$ cat src/rtl/boids_fb_writer.sv
// Framebuffer write engine: streams draw-square and clear-frame palette writes into the pixel RAM.
// Optional: define BOIDS_FB_CLIP_EN to suppress writes of off-screen draw pixels.
module boids_fb_writer #(
  parameter int SIZE    = 4,
  parameter int WIDTH   = 640,
  parameter int HEIGHT  = 480,
  parameter int ADDR_W  = 20,
  parameter int COLOR_W = 9
) (
  input  logic               clk,
  input  logic               reset,
  input  logic               cmd_valid,
  output logic               cmd_ready,
  input  logic               cmd_op,
  input  logic [9:0]         cmd_x,
  input  logic [8:0]         cmd_y,
  input  logic [COLOR_W-1:0] cmd_color,
  output logic [ADDR_W-1:0]  fb_addr,
  output logic [COLOR_W-1:0] fb_wdata,
  output logic               fb_wen,
  output logic               busy,
  output logic               done
);

  localparam int                CNT_W      = (SIZE > 1) ? $clog2(SIZE) : 1;
  localparam logic [CNT_W-1:0]  LAST_CNT   = CNT_W'(SIZE - 1);
  localparam logic [ADDR_W-1:0] WIDTH_A    = ADDR_W'(WIDTH);
  localparam logic [ADDR_W-1:0] LAST_ADDR  = ADDR_W'(WIDTH * HEIGHT - 1);
  localparam logic [31:0]       WIDTH_BITS = 32'(WIDTH);

  typedef enum logic [1:0] {
    IDLE  = 2'd0,
    DRAW  = 2'd1,
    CLEAR = 2'd2
  } state_t;

  state_t              state_r;
  logic [9:0]          x0_r;
  logic [CNT_W-1:0]    col_r;
  logic [CNT_W-1:0]    row_r;
  logic [ADDR_W-1:0]   row_base_r;
`ifdef BOIDS_FB_CLIP_EN
  logic [8:0]          y0_r;
  logic [9:0]          nxt_y_s;
`endif

  logic                last_col_s;
  logic                last_row_s;
  logic [CNT_W-1:0]    nxt_col_s;
  logic [CNT_W-1:0]    nxt_row_s;
  logic [ADDR_W-1:0]   nxt_base_s;
  logic [10:0]         nxt_x_s;
  logic [ADDR_W-1:0]   nxt_addr_s;
  logic                nxt_wen_s;
  logic [ADDR_W-1:0]   acc_base_s;
  logic [ADDR_W-1:0]   acc_addr_s;
  logic                acc_wen_s;

  // Constant-coefficient y*WIDTH as a shift-add over the set bits of WIDTH.
  function automatic logic [ADDR_W-1:0] row_base_of(input logic [9:0] y);
    logic [ADDR_W-1:0] acc;
    acc = '0;
    for (int b = 0; b < 32; b++) begin
      if (WIDTH_BITS[b]) begin
        acc = acc + (ADDR_W'(y) << b);
      end else begin
        acc = acc;
      end
    end
    return acc;
  endfunction

  // Next draw pixel: column is the inner loop, the row base steps by WIDTH per row.
  always_comb begin
    last_col_s = (col_r == LAST_CNT);
    last_row_s = (row_r == LAST_CNT);
    if (last_col_s) begin
      nxt_col_s  = '0;
      nxt_row_s  = row_r + CNT_W'(1);
      nxt_base_s = row_base_r + WIDTH_A;
    end else begin
      nxt_col_s  = col_r + CNT_W'(1);
      nxt_row_s  = row_r;
      nxt_base_s = row_base_r;
    end
    nxt_x_s    = {1'b0, x0_r} + 11'(nxt_col_s);
    nxt_addr_s = nxt_base_s + ADDR_W'(nxt_x_s);
    acc_base_s = row_base_of({1'b0, cmd_y});
    acc_addr_s = acc_base_s + ADDR_W'(cmd_x);
`ifdef BOIDS_FB_CLIP_EN
    nxt_y_s    = {1'b0, y0_r} + 10'(nxt_row_s);
    nxt_wen_s  = (nxt_x_s < 11'(WIDTH)) && (nxt_y_s < 10'(HEIGHT));
    acc_wen_s  = ({1'b0, cmd_x} < 11'(WIDTH)) && ({1'b0, cmd_y} < 10'(HEIGHT));
`else
    nxt_wen_s  = 1'b1;
    acc_wen_s  = 1'b1;
`endif
  end

  // Command FSM with all outputs registered.
  always_ff @(posedge clk or negedge reset) begin
    if (!reset) begin
      state_r    <= IDLE;
      x0_r       <= 10'd0;
`ifdef BOIDS_FB_CLIP_EN
      y0_r       <= 9'd0;
`endif
      col_r      <= '0;
      row_r      <= '0;
      row_base_r <= '0;
      cmd_ready  <= 1'b1;
      busy       <= 1'b0;
      done       <= 1'b0;
      fb_wen     <= 1'b0;
      fb_addr    <= '0;
      fb_wdata   <= '0;
    end else begin
      case (state_r)
        IDLE: begin
          done   <= 1'b0;
          fb_wen <= 1'b0;
          if (cmd_valid) begin
            x0_r      <= cmd_x;
`ifdef BOIDS_FB_CLIP_EN
            y0_r      <= cmd_y;
`endif
            fb_wdata  <= cmd_color;
            col_r     <= '0;
            row_r     <= '0;
            cmd_ready <= 1'b0;
            busy      <= 1'b1;
            if (cmd_op) begin
              state_r <= CLEAR;
              fb_addr <= '0;
              fb_wen  <= 1'b1;
            end else begin
              state_r    <= DRAW;
              row_base_r <= acc_base_s;
              fb_addr    <= acc_addr_s;
              fb_wen     <= acc_wen_s;
            end
          end else begin
            state_r <= IDLE;
          end
        end
        DRAW: begin
          if (last_col_s && last_row_s) begin
            state_r   <= IDLE;
            fb_wen    <= 1'b0;
            done      <= 1'b1;
            cmd_ready <= 1'b1;
            busy      <= 1'b0;
          end else begin
            col_r      <= nxt_col_s;
            row_r      <= nxt_row_s;
            row_base_r <= nxt_base_s;
            fb_addr    <= nxt_addr_s;
            fb_wen     <= nxt_wen_s;
          end
        end
        CLEAR: begin
          if (fb_addr == LAST_ADDR) begin
            state_r   <= IDLE;
            fb_wen    <= 1'b0;
            done      <= 1'b1;
            cmd_ready <= 1'b1;
            busy      <= 1'b0;
          end else begin
            fb_addr <= fb_addr + ADDR_W'(1);
            fb_wen  <= 1'b1;
          end
        end
        default: begin
          state_r   <= IDLE;
          fb_wen    <= 1'b0;
          done      <= 1'b0;
          cmd_ready <= 1'b1;
          busy      <= 1'b0;
        end
      endcase
    end
  end

endmodule
$ cat config.mk
export PLATFORM = sky130hd
export DESIGN_NAME = boids_fb_writer
export DESIGN_NICKNAME = d
export VERILOG_FILES = /design/src/rtl/boids_fb_writer.sv
export SDC_FILE = /design/constraint.sdc
export NUM_CORES = 1
export LEC_CHECK = 0
export ABC_CLOCK_PERIOD_IN_PS = 4200
export BUFFER_PORTS_ARGS = -buffer_cell sky130_fd_sc_hd__buf_2
export CORE_ASPECT_RATIO = 1.75
export CORE_UTILIZATION = 45
export DETAILED_ROUTE_END_ITERATION = 10
export PLACE_DENSITY = 0.76
export SLEW_MARGIN = 30
export SYNTH_ARGS = -nofsm -noshare
export SYNTH_HDL_FRONTEND = slang
export SYNTH_SLANG_ARGS = --single-unit
$ cat constraint.sdc
create_clock -name clk -period 4.2 [get_ports clk]
set_clock_uncertainty 0.2 [all_clocks]
set_input_delay 0.21 -clock clk [delete_from_list [all_inputs] [get_ports clk]]
set_output_delay 0.21 -clock clk [all_outputs]
set_load 0.01 [all_outputs]
Word-level counts from Yosys, hierarchy flattened
Index checks and enable logic that the tools add are counted.
Widths: inputs -> output; s select.

storage, ports and cells
  register bits = 69
  output and inout bits = 33

cells by class
  $add $sub $neg = 8
  equal/unequal tests = 12
  mux-type cells = 35
  reduce and logical (&&, ||, !) cells = 11

operators by type and width
  kind                    number
  $mux 20                 8
  $pmux 20 s3             1
  $pmux 20 s2             1
  $add 19x10->20          1
  $add 20x1->20 const B   1
  $add 20x10->20 const B  1
  $add 20x11->20          1
  $eq 20x19->1 const B    1
  $add 16x18->19          1
  $mux 2                  9
  $ne 2x2->1 const B      7
  $reduce_and 4->1        3
  $add 10x2->11           1
  $mux 1                  9
  $pmux 1 s3              3
  $pmux 2 s2              2
  $eq 2x2->1 const B      3
  $pmux 2 s3              1
  $reduce_and 3->1        2
  $add 2x1->2 const B     2
  $reduce_and 2->1        2
  $reduce_bool 3->1       1
  $eq 2x1->1 const B      1
  $logic_not 2->1         1
  other kinds (3)         3

Longest topological paths before layout
  word-level depth = 6
  mapped depth = 15
  gate-level depth less buffers = 13

Worst setup path before layout
No wires, ideal clock.

  kind = reg-to-reg
  start point = reg col_r[1]
  end point = reg fb_addr[16]
  setup time = 0.134 ns
  arrival = 3.320 ns
  path slack = 0.546 ns
  cell stages (with the launch flop) = 14
  period minus slack after synthesis = 3.654 ns
  cell sequence = dfrtp_1 > ha_1 > buf_2 > buf_1 > mux2_2 > ha_1 > ha_1 > nand2_1 > or4b_1 > a21boi_1 > o211ai_2 > mux2i_1 > a2111oi_0 > a21oi_1

on the way
  cells in the longest elaborated chain, start to end = 6

RTL lines
  what                                              RTL line  RTL
  start, declared                                   39        logic [CNT_W-1:0] col_r;
  start signal, assigned                            154       col_r <= nxt_col_s;
  $add 2x1->2 / $eq 2x2->1 (equally long branches)  82, 75
  $mux 2                                            77        if (last_col_s) begin
  $add 10x2->11                                     86        nxt_x_s = {1'b0, x0_r} + 11'(nxt_col_s);
  $add 20x11->20                                    87        nxt_addr_s = nxt_base_s + ADDR_W'(nxt_x_s);
  $mux 20                                           147       if (last_col_s && last_row_s) begin
  $pmux 20 s3                                       118       case (state_r)
  end signal, assigned                              139       fb_addr <= acc_addr_s;
  end signal, assigned                              157       fb_addr <= nxt_addr_s;
  end signal, assigned                              169       fb_addr <= fb_addr + ADDR_W'(1);
  end, declared                                     18        output logic [ADDR_W-1:0] fb_addr,

Parallel ways exist; a longest one is shown, timed or not. The select of a mux whose other input is x is not followed.
A chain may end at the register's enable or synchronous reset.

Final worst setup path
  start point = reg col_r[0]
  end point = reg fb_addr[15]

Same word-level chain as after synthesis.

==> flow_metrics.tcl <==
set metrics [dict create \
    status "completed" \
    seqCellArea_sq_mm 0.00155 \
    worst_setup_path_end_kind "flip-flop" \
    rows 49 \
    start_util_pct 46.7 \
    multi_input_area_sq_mm 0.00315 \
    synth_largest_area_cell "dfrtp_1" \
    finalHoldViolations 0 \
    yosysWarningCount 0 \
    synth_common_cells "61 x dfrtp_1, 56 x nor2_1, 53 x nand2_1, 33 x o21ai_0, 31 x a21oi_1" \
    rsz0062_at_grt "no" \
    wire_per_inst_um 19.4 \
    cp_max_fo 10 \
    tightestPinTransition_ns 0.894 \
    synth_top_area_share_pct 31.3 \
    fmax_mhz 256 \
    cts_tree "built" \
    syn-num-nets 622 \
    maxCapViolCount 0 \
    synthCells 558 \
    place.gp.congestion 0.979 \
    clock_tree.root_cell "clkbuf_16" \
    p_per_area_mw_per_mm2 756 \
    maxSlewHeadroom_pct 40.3 \
    overflow 0 \
    synth_edf_count 0 \
    slowest_stage "o21ai_0" \
    synthArstFlopShare_pct 100 \
    synthToLayoutAreaGrowth_pct 18.9 \
    h-tree-depth 3 \
    die_w_um 80.6 \
    worst_hold_path_type "input port to flip-flop" \
    grt_usage_pct 27.9 \
    crit_type "flip-flop to flip-flop" \
    drtIter0Drc 386 \
    grt_pass1_vias 4808 \
    cp-start-kind "flip-flop" \
    antenna_cells 0 \
    vdd_ir_drop_max_uv 505 \
    clock_path_buffers 2 \
    ios 65 \
    firstDrtPassIters 8 \
    syn_avg_cell_area_sq_um 8.73 \
    crit_top_cell "ha_1" \
    ys_seq_area_share_pct 31.9 \
    numCtsBuffers 9 \
    grt_pass1_wl_mm 23.7 \
    dp_hpwl_mm 10.7 \
    maxSlewViolCount 0 \
    drc 0 \
    cpPeakStageDelay_ns 0.44 \
    clk_latency_ns 0.33 \
    wirelength_mm 14.8 \
    finalCritPeriodShare_pct 92.9 \
    numClockSinks 62 \
    period_needed_ns 3.90 \
    setup_viol 0 \
    drive_above_1_share_pct 19.2 \
    cp.required_ns 4.18 \
    synth_most_common_cell "dfrtp_1" \
    worstPathCellList "ha_1, nor2_1, ha_1, ha_1, inv_1, fa_1, nand3b_1, o21ai_0, a41oi_1, a211oi_1, xor2_1, a221oi_1, o21ai_1" \
    p_leak_nw 2.47 \
    vias 4761 \
    synth_area_leaders "dfrtp_1 31%, ha_1 7.4%, mux2_2 4.9%, nor2_1 4.3%, nand2_1 4.1%" \
    synthFlopType "dfrtp_1" \
    clk_pin_slew_ns 0.05 \
    antenna_found_initial 0 \
    ys_ff_latch 62 \
    n_fill_cell 940 \
    finalNetCount 695 \
    viasPerCell 6.24 \
    core-area_sq_mm 0.0104 \
    path_buf_inv 1 \
    utilization_pct 55.5 \
    netlist-cell-type-count 69 \
    drtAntennaViolNets 0 \
    synth_area_sq_mm 0.00487 \
    cp_top_family "compound AO/OA/AOI/OAI gates" \
    placement.io_buffers 64 \
    cts_resized 0 \
    grt_start_max_net_pins 63 \
    arrival_ns 3.89 \
    dieArea_sq_mm 0.0113 \
    setup_tns_ns 0 \
    die_y_um 140 \
]
## kinds of logic (layout without fill, tap and decap cells)
logic type	count (synthesis)	in the layout	share of synthesized area (%)
compound gates	148	148	21.1
xor+xnor	43	43	8.04
fa+ha+maj	32	32	8.68
buf+inv	42	120	3.44
flops	62	62	31.9
mux	27	27	6.09
simple gates	204	204	20.8
## per-stage QoR
step | std cells | setup slack (ns) | power, mW | hold WS, ns | area [sq um]
after detailed placement | 727 | 0.434 | 3.54 | 0.234 | 5290
final | 763 | 0.299 | 4.38 | 0.0107 | 5790
after global placement | 727 | 0.575 | 3.47 | 0.221 | 5280
after global routing | 763 | 0.0768 | 4.67 | 0.0233 | 5790
after floorplan | 558 | 0.546 | 2.83 | -0.286 | 4870
after CTS | 763 | 0.374 | 4.34 | 0.00878 | 5790
## where the power goes
group / total (mW) / internal (mW) / leakage, nW / switching (mW)
clock network: 0.754 / 0.491 / 0.146 / 0.263
registers: 1.25 / 0.881 / 0.752 / 0.369
logic: 2.37 / 0.958 / 1.57 / 1.41
## tightest hold or removal path, delay by kind of cell
kind                   cells  cell delay (ns)
AOI/OAI and AO/OA          1             0.07
buffers and inverters      1             0.14
and+or+nand+nor            1             0.08
## area by class of cell
class                           instances  area share, %
Multi-Input combinational cell        454           54.5
Sequential cell                        62           26.8
Timing Repair Buffer                   91           9.90
Clock buffer                           13           4.50
Tap cell                              127           2.74
Inverter                               13          0.843
Clock inverter                          3          0.735
## layout by cell type (no fill, tap or decap), types with 4 or more instances in the layout
cell type,count
nand3_1,18
buf_2,64
o21a_1,4
and3_1,12
a21o_1,6
mux2i_1,6
xnor2_1,20
ha_1,29
nor3_1,14
nand2_1,53
dfrtp_1,61
mux2_2,21
o21ai_0,33
xor2_1,21
nand2b_1,5
or3_1,6
nand4_1,16
inv_1,12
o21ai_1,6
a21oi_1,31
nand3b_1,4
buf_4,7
a31oi_1,4
o22ai_1,13
nor2_1,55
clkbuf_16,9
a211oi_2,4
dlygate4sd3_1,20
a221oi_1,14
## worst paths after layout
path | start | end | slack [ns] | cells past startpoint
worst max-delay path | col_r[0] | fb_addr[15] | 0.30 | 13
worst min-delay path | cmd_valid | busy | 0.01 | 3
worst max register to register | col_r[0] | fb_addr[15] | 0.30 | 13
worst min register to register | done | done | 0.29 | 2
max in group asynchronous | reset | fb_addr[13] | 2.88 | 3
min in group asynchronous | reset | fb_wdata[7] | 0.39 | 3
## registers in the layout, summed over array words and instances (netlist names), 2 cells and up
register and flops:
row_base_r 13, row_r 2, col_r 2, fb_addr 20
state_r 2, x0_r 10, fb_wdata 9
## what timing repair did
item	4_1_cts	5_1_grt
hold endpoints to repair	85	0
hold buffers	20	0
setup buffers	0	0
## per-layer routing
layer | track usage, % | share of wire, %
met1 | 29.3 | 35
met5 | 0 | 0
met3 | 5.70 | 5.4
met2 | 47.9 | 52
met4 | 19.7 | 6.9
(Power assumes the default switching activity.)
